===== src/rtl/mips_lsu_pkg.sv =====
// Shared definitions for the MIPS load/store unit: opcodes, FSM states
// and opcode classification helpers.
package mips_lsu_pkg;

    localparam logic [5:0] OP_LB  = 6'h20;
    localparam logic [5:0] OP_LH  = 6'h21;
    localparam logic [5:0] OP_LWL = 6'h22;
    localparam logic [5:0] OP_LW  = 6'h23;
    localparam logic [5:0] OP_LBU = 6'h24;
    localparam logic [5:0] OP_LHU = 6'h25;
    localparam logic [5:0] OP_LWR = 6'h26;
    localparam logic [5:0] OP_SB  = 6'h28;
    localparam logic [5:0] OP_SH  = 6'h29;
    localparam logic [5:0] OP_SW  = 6'h2B;

    typedef enum logic [1:0] {
        IDLE   = 2'd0,
        ACCESS = 2'd1,
        FINISH = 2'd2
    } state_t;

    function automatic logic is_load(input logic [5:0] op);
        case (op)
            OP_LB, OP_LH, OP_LWL, OP_LW, OP_LBU, OP_LHU, OP_LWR: return 1'b1;
            default:                                             return 1'b0;
        endcase
    endfunction

    function automatic logic is_store(input logic [5:0] op);
        case (op)
            OP_SB, OP_SH, OP_SW: return 1'b1;
            default:             return 1'b0;
        endcase
    endfunction

    // LWL/LWR and byte accesses are legal at any byte offset.
    function automatic logic is_misaligned(input logic [5:0] op, input logic [1:0] k);
        case (op)
            OP_LH, OP_LHU, OP_SH: return k[0];
            OP_LW, OP_SW:         return (k != 2'b00);
            default:              return 1'b0;
        endcase
    endfunction

endpackage


===== src/rtl/lsu_load_align.sv =====
// Combinational load-data aligner: selects and extends the addressed lanes
// of a bus word and produces the register-file byte enables.
module lsu_load_align
    import mips_lsu_pkg::*;
(
    input  logic [31:0] i_readdata,
    input  logic [5:0]  i_opcode,
    input  logic [1:0]  i_k,
    output logic [31:0] o_write_data_ld,
    output logic [3:0]  o_byteenable_ld
);

    logic [7:0]  w_byte;
    logic [15:0] w_half;

    assign w_byte = i_readdata[{i_k, 3'b000} +: 8];
    assign w_half = i_k[1] ? i_readdata[31:16] : i_readdata[15:0];

    // LWL/LWR merge into part of rt, so only some register lanes are written.
    always_comb begin
        o_write_data_ld = 32'h0;
        o_byteenable_ld = 4'b1111;
        case (i_opcode)
            OP_LB:  o_write_data_ld = {{24{w_byte[7]}}, w_byte};
            OP_LBU: o_write_data_ld = {24'h0, w_byte};
            OP_LH:  o_write_data_ld = {{16{w_half[15]}}, w_half};
            OP_LHU: o_write_data_ld = {16'h0, w_half};
            OP_LW:  o_write_data_ld = i_readdata;
            OP_LWL: begin
                o_write_data_ld = i_readdata << {2'd3 - i_k, 3'b000};
                o_byteenable_ld = 4'b1111 << (2'd3 - i_k);
            end
            OP_LWR: begin
                o_write_data_ld = i_readdata >> {i_k, 3'b000};
                o_byteenable_ld = 4'b1111 >> i_k;
            end
            default: o_byteenable_ld = 4'b0000;
        endcase
    end

endmodule


===== src/rtl/load_store_unit.sv =====
// Sequencer between the memory-access stage and an Avalon-style data bus:
// one load or store per request, wait-state aware, with load alignment.
module load_store_unit
    import mips_lsu_pkg::*;
(
    input  logic        clk,
    input  logic        rst,
    input  logic        start,
    input  logic [5:0]  opcode,
    input  logic [31:0] base,
    input  logic [15:0] offset,
    input  logic [31:0] store_data,
    output logic        busy,
    output logic        done,
    output logic        addr_error,
    output logic [31:0] mem_address,
    output logic        mem_read,
    output logic        mem_write,
    output logic [3:0]  mem_byteenable,
    output logic [31:0] mem_writedata,
    input  logic [31:0] mem_readdata,
    input  logic        mem_waitrequest,
    output logic        write_enable_ld,
    output logic [31:0] write_data_ld,
    output logic [3:0]  byteenable_ld
);

    state_t      r_state;
    state_t      w_nextState;

    logic [5:0]  r_opcode;
    logic [1:0]  r_k;
    logic        r_isLoad;
    logic        r_isStore;
    logic        r_addrErr;
    logic [31:0] r_memAddress;
    logic [3:0]  r_memByteenable;
    logic [31:0] r_memWritedata;
    logic [31:0] r_writeDataLd;
    logic [3:0]  r_byteenableLd;

    logic [31:0] w_ea;
    logic [1:0]  w_k;
    logic        w_isLoad;
    logic        w_isStore;
    logic        w_misaligned;
    logic        w_accept;
    logic        w_busAccept;
    logic [3:0]  w_storeBe;
    logic [31:0] w_storeData;
    logic [31:0] w_alignData;
    logic [3:0]  w_alignBe;

    assign w_ea         = base + {{16{offset[15]}}, offset};
    assign w_k          = w_ea[1:0];
    assign w_isLoad     = is_load(opcode);
    assign w_isStore    = is_store(opcode);
    assign w_misaligned = is_misaligned(opcode, w_k);
    assign w_accept     = (r_state == IDLE) && start;
    assign w_busAccept  = (r_state == ACCESS) && !mem_waitrequest;

    // Store lanes: narrow data is replicated so the bus enables pick the lane.
    always_comb begin
        w_storeBe   = 4'b1111;
        w_storeData = store_data;
        case (opcode)
            OP_SB: begin
                w_storeBe   = 4'b0001 << w_k;
                w_storeData = {4{store_data[7:0]}};
            end
            OP_SH: begin
                w_storeBe   = w_k[1] ? 4'b1100 : 4'b0011;
                w_storeData = {2{store_data[15:0]}};
            end
            default: ;
        endcase
    end

    always_ff @(posedge clk or posedge rst) begin
        if (rst) begin
            r_state <= IDLE;
        end else begin
            r_state <= w_nextState;
        end
    end

    // Misaligned and unsupported requests skip the bus entirely.
    always_comb begin
        w_nextState = r_state;
        case (r_state)
            IDLE: begin
                if (start) begin
                    if ((w_isLoad || w_isStore) && !w_misaligned) begin
                        w_nextState = ACCESS;
                    end else begin
                        w_nextState = FINISH;
                    end
                end
            end
            ACCESS: begin
                if (!mem_waitrequest) begin
                    w_nextState = FINISH;
                end
            end
            FINISH:  w_nextState = IDLE;
            default: w_nextState = IDLE;
        endcase
    end

    always_ff @(posedge clk or posedge rst) begin
        if (rst) begin
            r_opcode        <= 6'h0;
            r_k             <= 2'b00;
            r_isLoad        <= 1'b0;
            r_isStore       <= 1'b0;
            r_addrErr       <= 1'b0;
            r_memAddress    <= 32'h0;
            r_memByteenable <= 4'b0000;
            r_memWritedata  <= 32'h0;
            r_writeDataLd   <= 32'h0;
            r_byteenableLd  <= 4'b0000;
        end else begin
            if (w_accept) begin
                r_opcode        <= opcode;
                r_k             <= w_k;
                r_isLoad        <= w_isLoad && !w_misaligned;
                r_isStore       <= w_isStore && !w_misaligned;
                r_addrErr       <= (w_isLoad || w_isStore) && w_misaligned;
                r_memAddress    <= {w_ea[31:2], 2'b00};
                r_memByteenable <= w_isStore ? w_storeBe : 4'b1111;
                r_memWritedata  <= w_isStore ? w_storeData : 32'h0;
            end
            if (w_busAccept && r_isLoad) begin
                r_writeDataLd  <= w_alignData;
                r_byteenableLd <= w_alignBe;
            end
        end
    end

    lsu_load_align u_align (
        .i_readdata      (mem_readdata),
        .i_opcode        (r_opcode),
        .i_k             (r_k),
        .o_write_data_ld (w_alignData),
        .o_byteenable_ld (w_alignBe)
    );

    assign busy            = (r_state != IDLE);
    assign done            = (r_state == FINISH);
    assign addr_error      = (r_state == FINISH) && r_addrErr;
    assign mem_read        = (r_state == ACCESS) && r_isLoad;
    assign mem_write       = (r_state == ACCESS) && r_isStore;
    assign mem_address     = r_memAddress;
    assign mem_byteenable  = r_memByteenable;
    assign mem_writedata   = r_memWritedata;
    assign write_enable_ld = (r_state == FINISH) && r_isLoad;
    assign write_data_ld   = r_writeDataLd;
    assign byteenable_ld   = r_byteenableLd;

endmodule


===== config.mk =====
export PLATFORM = sky130hd
export DESIGN_NAME = load_store_unit
export DESIGN_NICKNAME = d
export VERILOG_FILES = /design/src/rtl/mips_lsu_pkg.sv /design/src/rtl/lsu_load_align.sv /design/src/rtl/load_store_unit.sv
export SDC_FILE = /design/constraint.sdc
export NUM_CORES = 1
export LEC_CHECK = 0
export BUFFER_PORTS_ARGS = -buffer_cell sky130_fd_sc_hd__buf_2
export CAP_MARGIN = 5
export CORE_ASPECT_RATIO = 0.75
export CORE_UTILIZATION = 35
export CTS_BUF_LIST = sky130_fd_sc_hd__clkbuf_4 sky130_fd_sc_hd__clkbuf_8
export CTS_CLUSTER_DIAMETER = 80
export DETAILED_ROUTE_END_ITERATION = 12
export PLACE_DENSITY = 0.63
export SYNTH_ARGS = -nofsm -noshare
export SYNTH_HDL_FRONTEND = slang
export SYNTH_SLANG_ARGS = --single-unit

===== constraint.sdc =====
create_clock -name clk -period 11.15 [get_ports clk]
set_clock_uncertainty 0.15 [all_clocks]
set_input_delay 1.6725 -clock clk [delete_from_list [all_inputs] [get_ports clk]]
set_output_delay 1.6725 -clock clk [all_outputs]
set_load 0.03 [all_outputs]

==> impl_metrics.py, run 1 <==
metrics = {
    "placement": {
        "gp_congestion": 0.9478,
        "placedCellCount": 1341,
        "place.port_buffers": 229,
        "dp_slack_ns": 6.719,
        "dpl.hpwl_microns": 18690,
    },
    "floorplanning": {
        "core_area_sq_mm": 0.02061,
        "fp.dieArea_sq_mm": 0.02196,
        "die_height_microns": 128.6,
        "rows": 45,
        "ioPinCount": 232,
        "die_x_microns": 170.8,
        "start_util_pct": 36.30,
    },
    "detailed_routing": {
        "firstDrtPassIters": 7,
        "drt_iter0_drc": 693,
        "ant_nets": 0,
        "remaining_drc_errors": 0,
        "wl_per_cell_microns": 18.37,
        "vias": 7492,
        "vias_per_cell": 5.453,
        "drt_wl_total_microns": 25250,
    },
    "flow_run": {
        "drv_cap": 0,
    },
    "clocking": {
        "ctsResizeCount": 0,
        "clkLatencyLatePin_ns": 0.43,
        "root_buffer": "clkbuf_8",
        "clk_path_buf_depth": 2,
        "cts_tree": "yes",
        "postCtsSetupBuffers": 0,
        "ctsHoldBuffers": 0,
        "cts_max_level": 4,
        "clk_pin_slew_ns": 0.07,
        "clkSinkCount": 115,
        "cts_buffers": 17,
    },
    "power_and_ir_drop": {
        "power_density_mw_per_mm2": 154.4,
        "comb_power_share_pct": 34.2,
        "p_int_uw": 879.9,
        "p_sw_share_pct": 38.38,
        "power.total_uw": 1428,
        "p_leak_uw": 0.004431,
        "peakVddDrop_uv": 69.85,
        "seq_power_share_pct": 35.1,
        "pwr-share-clk_pct": 30.7,
        "switchingPower_uw": 548.0,
    },
    "logic_synthesis": {
        "yosysTopAreaCell": "dfrtp_1",
        "synth_area_sq_mm": 0.007480,
        "yosys_register_bits": 115,
        "synth_flop_cell": "dfrtp_1",
        "synth.avg_cell_area_sq_um": 8.558,
        "ys_seq_area_share_pct": 38.47,
        "synth_edf_count": 0,
        "async_flop_share_pct": 100.0,
        "synth_area_leaders": "dfrtp_1 38%, o21ai_0 7.9%, nand2_1 7.5%",
        "synthCells": 874,
        "synth.distinct_cells": 70,
        "yosysWarnings": 0,
        "synth.top_cell.area_share_pct": 38.47,
    },
    "sta": {
        "finalCritPeriodShare_pct": 36.13,
        "hold_violations": 0,
        "setup_viol": 0,
        "period_minus_slack_ns": 4.029,
        "maxSlewHeadroom_pct": 26.57,
        "slew_viol_final": 0,
        "fmax_mhz": 248.2,
        "setup_slack_ns": 7.121,
        "worstMarginPinSlew_ns": 1.093,
        "fin_tns_setup_ns": 0,
        "rsz0062_at_grt": "false",
    },
    "global_route": {
        "antenna_found_initial": 2,
        "grt_max_degree": 66,
        "overflow": 0,
        "grt_pass1_wl_microns": 38740,
        "grt_pass1_vias": 6899,
        "grt_usage_pct": 23.16,
    },
    "setup_path": {
        "critPathMaxFanout": 3,
        "critPathLaunchType": "input port",
        "crit_type": "input port to register",
        "critPathCaptureType": "register",
        "cp.arrival_ns": 4.18,
        "required_ns": 11.30,
    },
    "cells_and_area": {
        "fill_cells": 2117,
        "final_cells": 1374,
        "nNetsFinal": 1232,
        "syn_to_final_growth_pct": 23.65,
        "final_layout_size_suffix_gt1_share_pct": 27.59,
        "utilization_pct": 44.88,
    },
    "outcome": {
        "status": "complete, no violations",
    },
    "worst_hold_path": {
        "hp-class": "register to register",
    },
}
-- layer usage --
layer / global-route usage (%) / vias to the layer above / wire (microns)
met5: 0 / - / 9
met4: 6.730 / 2 / 441
met3: 6.244 / 32 / 1837
met2: 32.34 / 323 / 10310
met1: 34.46 / 3541 / 12650
li1: - / 3594 / -
-- state kept, by name (all words and copies together), names as in the netlist --
| register | cells |
|---|---|
| mem_byteenable | 4 |
| mem_writedata | 32 |
| r_isLoad | 1 |
| r_addrErr | 1 |
| write_data_ld | 32 |
| r_opcode | 6 |
| r_isStore | 1 |
| r_state | 2 |
| byteenable_ld | 4 |
| mem_address | 30 |
| r_k | 2 |
-- stage by stage --
step | hold WS, ns | area (sq um)
2_1_floorplan | 0.2882 | 7483
3_3_place_gp | 0.2981 | 8807
3_5_place_dp | 0.3164 | 8807
4_1_cts | 0.3330 | 9246
5_1_grt | 0.3548 | 9249
6_report | 0.3227 | 9249
-- worst max-delay path, stage by stage --
cell,delay [ns]
buf_2,0.10
ha_1,0.25
fa_1,0.44
a211oi_1,0.37
o21ai_0,0.19
a31oi_1,0.34
nand4_1,0.24
a211oi_1,0.33
xor2_1,0.17
o21ai_0,0.09
-- cell usage after synthesis, types with 7 or more instances --
master,count
nor3_1,10
a211oi_1,13
o21ai_0,118
a21oi_1,57
nand2_1,149
clkbuf_1,33
nor2_1,71
a221oi_1,9
nor2b_1,7
inv_1,11
mux2i_1,24
buf_2,13
nand4_1,9
xnor2_1,11
xor2_1,18
nand3_1,7
ha_1,31
o21a_1,7
a22o_1,24
o21ai_1,15
a31oi_1,10
a222oi_1,7
mux2_2,17
dfrtp_1,115
-- path summary, 6_finish.rpt --
kind,start,to,slack [ns],cells after the start
min in group asynchronous,rst,byteenable_ld[0],1.18,2
max reg2reg,r_k[1],write_data_ld[28],8.31,8
max,offset[0],mem_address[28],7.12,10
min reg2reg,write_data_ld[8],write_data_ld[8],0.32,2
max in group asynchronous,rst,write_data_ld[17],8.32,3
min,write_data_ld[8],write_data_ld[8],0.32,2
-- cell families after synthesis --
logic type,share of synthesized area [%]
multiplexers,5.771
AO/OA/AOI/OAI,25.49
XOR/XNOR,3.396
buffers and inverters,3.730
adder cells (fa/ha/maj),5.453
AND/OR/NAND/NOR,17.63
other,0.05014
flip-flops,38.47
-- area by class of cell --
cell class,instances,area (sq um),area share (%)
inverters,11,43.79,0.4735
well taps,282,352.8,3.815
clock buffers,19,255.2,2.760
multi-input cells,697,4334,46.86
clock inverters,13,183.9,1.989
diodes,1,2.502,0.02706
flip-flops and latches,115,2878,31.11
repair buffers,236,1199,12.96
-- cell usage in the layout (no fill, tap or decap), types with 4 or more instances in the layout --
cell / n
a31oi_1: 10
clkbuf_8: 18
bufinv_16: 4
xor2_1: 18
nand2_1: 148
o21a_1: 7
ha_1: 31
a221o_1: 6
nand3_1: 7
nor2b_1: 7
a21oi_1: 57
nand4_1: 9
xnor2_1: 11
mux2i_1: 24
inv_1: 10
a22o_1: 24
mux2_2: 17
o21ai_1: 15
nand2b_1: 4
nor2_1: 71
and2_1: 4
o21bai_1: 4
buf_4: 7
buf_2: 229
dfrtp_1: 115
a221oi_1: 9
nand3b_1: 4
o21ai_0: 118
a211oi_1: 13
o22ai_1: 6
nor3_1: 10
a222oi_1: 7
-- power groups by stage --
stage	clock network (uW)	registers, uW	logic (uW)
detailed placement	0	507	483
global route	471	507	530
CTS	451	500	484
floorplan	0	577	268
finish	439	501	488
global placement	0	507	482
(Power assumes the default switching activity.)
==> inputs of run 2 (changes only) <==
--- a/config.mk
+++ b/config.mk
@@ -12,7 +12,7 @@
 export CTS_BUF_LIST = sky130_fd_sc_hd__clkbuf_4 sky130_fd_sc_hd__clkbuf_8
 export CTS_CLUSTER_DIAMETER = 80
 export DETAILED_ROUTE_END_ITERATION = 12
-export PLACE_DENSITY = 0.63
+export PLACE_DENSITY = 0.65
 export SYNTH_ARGS = -nofsm -noshare
 export SYNTH_HDL_FRONTEND = slang
 export SYNTH_SLANG_ARGS = --single-unit
==> constraint.sdc (replaced) <==
create_clock -name clk -period 3.35 [get_ports clk]
set_clock_uncertainty 0.15 [all_clocks]
set_input_delay 0.5025 -clock clk [delete_from_list [all_inputs] [get_ports clk]]
set_output_delay 0.5025 -clock clk [all_outputs]
set_load 0.03 [all_outputs]
==> impl_metrics.py, run 2 (synthesized netlist as in run 1, its figures left out) <==
metrics = {
    "floorplanning": {
        "die_x_microns": 170.8,
        "die_height_microns": 128.6,
        "start_util_pct": 36.30,
        "rows": 45,
        "ioPinCount": 232,
        "fp.dieArea_sq_mm": 0.02196,
        "core_area_sq_mm": 0.02061,
    },
    "detailed_routing": {
        "wl_per_cell_microns": 17.55,
        "drt_wl_total_microns": 24270,
        "remaining_drc_errors": 0,
        "ant_nets": 0,
        "vias_per_cell": 5.376,
        "drt_iter0_drc": 677,
        "firstDrtPassIters": 6,
        "vias": 7435,
    },
    "global_route": {
        "grt_usage_pct": 22.34,
        "grt_pass1_vias": 6716,
        "antenna_found_initial": 0,
        "grt_pass1_wl_microns": 37540,
        "grt_max_degree": 116,
        "overflow": 0,
    },
    "clocking": {
        "clkSinkCount": 115,
        "cts_buffers": 17,
        "clk_path_buf_depth": 2,
        "postCtsSetupBuffers": 0,
        "ctsResizeCount": 0,
        "clk_pin_slew_ns": 0.07,
        "ctsHoldBuffers": 0,
        "root_buffer": "clkbuf_8",
        "cts_max_level": 4,
        "cts_tree": "yes",
        "clkLatencyLatePin_ns": 0.43,
    },
    "sta": {
        "slew_viol_final": 0,
        "holdWs_ns": 0.09053,
        "maxSlewHeadroom_pct": 32.20,
        "period_minus_slack_ns": 2.833,
        "setup_viol": 0,
        "fmax_mhz": 353.0,
        "finalCritPeriodShare_pct": 84.55,
        "rsz0062_at_grt": "false",
        "hold_violations": 0,
        "fin_tns_setup_ns": 0,
        "worstMarginPinSlew_ns": 1.011,
    },
    "setup_path": {
        "critPathMaxFanout": 3,
        "required_ns": 3.49,
        "slowest_stage": "fa_1",
        "slowest_delay_ns": 0.44,
        "critPathLaunchType": "input port",
        "crit_chain": "buf_2 > ha_1 > fa_1 > a211oi_1 > o21ai_0 > a31oi_1 > nand4_1 > a211oi_1 > xor2_1 > o21ai_0",
        "critPathCaptureType": "register",
        "crit_type": "input port to register",
        "cp.arrival_ns": 2.97,
    },
    "cells_and_area": {
        "final_layout_size_suffix_gt1_share_pct": 28.25,
        "seq_area_sq_mm": 0.002878,
        "antenna_cells": 0,
        "fill_cells": 2082,
        "multi_input_area_sq_mm": 0.004334,
        "syn_to_final_growth_pct": 24.56,
        "final_common_cell": "buf_2",
        "nNetsFinal": 1242,
        "layout_common_cells": "229 x buf_2, 148 x nand2_1, 118 x o21ai_0",
    },
    "power_and_ir_drop": {
        "power_density_mw_per_mm2": 504.1,
        "peakVddDrop_uv": 201.4,
        "p_leak_uw": 0.004482,
    },
    "placement": {
        "dpl.hpwl_microns": 18070,
        "gp_congestion": 0.9890,
        "place.port_buffers": 229,
    },
    "outcome": {
        "status": "complete, no violations",
    },
    "flow_run": {
        "drv_cap": 0,
    },
    "worst_hold_path": {
        "hp-class": "input port to async pin",
    },
}
[run 2: path summary, 6_finish.rpt]
kind / slack (ns) / from / cells past startpoint / end
max: 0.52 / offset[0] / 10 / mem_address[28]
min: 0.09 / rst / 3 / mem_address[3]
max reg2reg: 0.69 / r_k[0] / 6 / write_data_ld[21]
min reg2reg: 0.32 / mem_byteenable[0] / 2 / mem_byteenable[0]
max in group asynchronous: 2.45 / rst / 3 / write_data_ld[22]
min in group clk: 0.13 / opcode[4] / 3 / r_opcode[4]
[run 2: critical path: cells and delay by family]
family,cells,cell delay [ns]
AOI/OAI and AO/OA,5,1.33
xor gates and xnor gates,1,0.16
adders and majority gates,2,0.65
buffers and inverters,1,0.10
and+or+nand+nor,1,0.21
[run 2: layout make-up]
type | instances | area share [%]
Multi-Input combinational cell | 697 | 46.52
Sequential cell | 115 | 30.89
Timing Repair Buffer | 246 | 13.81
Tap cell | 282 | 3.787
Clock buffer | 22 | 3.116
Clock inverter | 10 | 1.397
Inverter | 11 | 0.4835
[run 2: through the flow]
stage	util [%]	std cells	worst slack [ns]	power, uW	cell area, sq um
after global routing	45.21	1383	0.3909	4961	9316
after detailed placement	43.17	1351	0.06264	3304	8896
after global placement	43.17	1351	0.1666	3296	8896
after floorplan	-	875	0.6374	2815	7487
after CTS	45.21	1383	0.5527	4726	9316
final	45.21	1383	0.5174	4696	9316
[run 2: power breakdown]
part | switching, uW | total [uW] | internal [uW]
registers | 131 | 1680 | 1540
clock network | 595 | 1400 | 805
logic | 1060 | 1620 | 565
[run 2: layer usage]
metal | vias up | track usage (%) | share of wire [%]
met1 | 3472 | 34.06 | 49
met2 | 305 | 30.30 | 41
met4 | 0 | 6.465 | 1.9
li1 | 3620 | - | -
met5 | - | 0 | 0
met3 | 38 | 5.844 | 8.4
==> inputs of run 3 (changes only) <==
==> constraint.sdc (replaced) <==
create_clock -name clk -period 2.33 [get_ports clk]
set_clock_uncertainty 0.15 [all_clocks]
set_input_delay 0.3495 -clock clk [delete_from_list [all_inputs] [get_ports clk]]
set_output_delay 0.3495 -clock clk [all_outputs]
set_load 0.03 [all_outputs]
==> impl_metrics.py, run 3 (synthesized netlist as in run 1, its figures left out) <==
metrics = {
    "power_and_ir_drop": {
        "power_density_mw_per_mm2": 685.9,
        "pwr-share-clk_pct": 28.1,
        "seq_power_share_pct": 33.2,
        "p_int_uw": 4357,
        "peakVddDrop_uv": 372.8,
        "comb_power_share_pct": 38.6,
        "p_sw_share_pct": 39.49,
        "switchingPower_uw": 2844,
        "p_leak_uw": 0.005152,
    },
    "setup_path": {
        "r2r-end": "write_data_ld[6]",
        "slowest_delay_ns": 0.37,
        "worstRegToRegCells": 7,
        "r2r-start": "r_opcode[5]",
        "cp-endpoint": "mem_address[28]",
        "crit_start": "offset[0]",
        "slowest_stage": "fa_2",
        "critPathMaxFanout": 3,
        "rrSetupSlack_ns": 0.11,
        "crit_type": "input port to register",
        "crit_chain": "buf_2 > ha_4 > fa_2 > a211oi_2 > o21ai_1 > a31oi_1 > buf_4 > nand4_1 > a211oi_2 > xor2_1 > o21ai_1",
        "required_ns": 2.50,
        "critPathLaunchType": "input port",
        "critPathCaptureType": "register",
        "cp.arrival_ns": 2.44,
    },
    "clocking": {
        "cts_max_level": 4,
        "cts_tree": "yes",
        "clkSinkCount": 115,
        "clk_path_buf_depth": 2,
        "clk_pin_slew_ns": 0.08,
        "root_buffer": "clkbuf_8",
        "cts_buffers": 17,
        "clkLatencyLatePin_ns": 0.44,
    },
    "outcome": {
        "status": "complete, no violations",
    },
    "floorplanning": {
        "die_height_microns": 128.6,
        "ioPinCount": 232,
        "rows": 45,
        "die_x_microns": 170.8,
        "start_util_pct": 36.30,
        "core_area_sq_mm": 0.02061,
        "fp.dieArea_sq_mm": 0.02196,
    },
    "placement": {
        "gp_congestion": 0.9582,
        "place.port_buffers": 229,
        "dpl.hpwl_microns": 19830,
        "placedCellCount": 1467,
    },
    "cells_and_area": {
        "final_cells": 1519,
        "final_layout_size_suffix_gt1_share_pct": 35.89,
        "fill_cells": 2028,
        "utilization_pct": 50.94,
        "antenna_cells": 0,
        "final_common_cell": "buf_2",
        "syn_to_final_growth_pct": 40.35,
        "nNetsFinal": 1378,
        "layout_common_cells": "229 x buf_2, 148 x nand2_1, 130 x buf_4",
    },
    "worst_hold_path": {
        "min_path_cells": 2,
        "hp-class": "input port to register",
    },
    "detailed_routing": {
        "vias_per_cell": 5.274,
        "wl_per_cell_microns": 17.09,
        "drt_iter0_drc": 622,
        "drt_wl_total_microns": 25960,
        "ant_nets": 0,
        "firstDrtPassIters": 7,
        "vias": 8011,
        "remaining_drc_errors": 0,
    },
    "sta": {
        "fmax_mhz": 441.9,
        "setup_viol": 0,
        "rsz0062_at_grt": "false",
        "maxSlewHeadroom_pct": 64.32,
        "slew_viol_final": 0,
        "worstMarginPinSlew_ns": 0.5353,
        "finalCritPeriodShare_pct": 97.12,
        "period_minus_slack_ns": 2.263,
        "hold_violations": 0,
    },
    "global_route": {
        "grt_usage_pct": 23.93,
        "antenna_found_initial": 1,
        "grt_pass1_vias": 7458,
        "grt_max_degree": 66,
        "grt_pass1_wl_microns": 40310,
        "overflow": 0,
    },
    "flow_run": {
        "drv_cap": 0,
    },
}
==> run 3: changes by cell type in the layout (fill, tap and decap cells not counted), sizes merged <==
cell	change
buf	+121
dlygate4sd3	+15
inv	+7
clkbuf	-4
clkinv	-2
bufinv	-1
==> run 3: area by class of cell <==
cell class / instances / area [sq um] / share of cell area, %
Inverter: 11 / 45.04 / 0.4291
Timing Repair Buffer: 382 / 2406 / 22.92
Tap cell: 282 / 352.8 / 3.361
Clock inverter: 14 / 167.7 / 1.597
Multi-Input combinational cell: 697 / 4398 / 41.90
Sequential cell: 115 / 2880 / 27.44
Clock buffer: 18 / 247.7 / 2.360
==> run 3: timing repair <==
action | 4_1_cts | 5_1_grt
hold buffers | 15 | 0
buffers inserted | 2 | 3
gates resized for setup | 1 | 17
cloned | 0 | 0
endpoints found under the hold margin | 129 | 0
endpoints found under the setup margin | 14 | 31
pin swaps | 2 | 10
==> run 3: metrics by stage <==
| step | TNS (ns) | worst slack (ns) | instance area, sq um | hold slack, ns | total power (uW) |
|---|---|---|---|---|---|
| finish | 0 | 0.06703 | 10500 | 0.03718 | 7201 |
| global route | 0 | 0.007947 | 10500 | 0.003842 | 7601 |
| CTS | 0 | 0.008403 | 10400 | 0.004156 | 7193 |
| detailed placement | -4.651 | -0.3717 | 9817 | 0.3154 | 5109 |
| global placement | -3.304 | -0.3190 | 9817 | 0.3019 | 5089 |
| floorplan | 0 | 0.0001095 | 7500 | 0.2882 | 4051 |
==> run 3: worst min path at each step <==
stage                 startpoint                end  slack [ns]
3_5_place_dp   write_data_ld[16]  write_data_ld[16]        0.32
6_report           store_data[5]   mem_writedata[5]        0.04
4_1_cts           store_data[29]  mem_writedata[29]       0.004
5_1_grt            store_data[4]   mem_writedata[4]       0.004
3_3_place_gp   mem_byteenable[0]  mem_byteenable[0]        0.30
2_1_floorplan          r_addrErr          r_addrErr        0.29
==> run 3: worst max-delay path: cells and delay by family <==
kind | cells | cell delay, ns
AOI/OAI and AO/OA | 5 | 0.98
buffers and inverters | 2 | 0.27
adders and majority gates | 2 | 0.53
and+or+nand+nor | 1 | 0.14
xor gates and xnor gates | 1 | 0.17
==> run 3: power by group through the flow <==
stage	combinational (uW)	sequential [uW]	clock [uW]
2_1_floorplan	1290	2760	0
3_5_place_dp	2690	2420	0
5_1_grt	3010	2420	2170
6_report	2780	2390	2030
4_1_cts	2720	2390	2080
3_3_place_gp	2660	2430	0
==> run 3: layer usage <==
layer	global-route usage (%)	up-vias	routed length, microns
li1	-	3901	-
met1	34.79	3786	12650
met2	35.63	295	11210
met3	5.506	27	1772
met4	5.882	2	321
met5	0	-	13
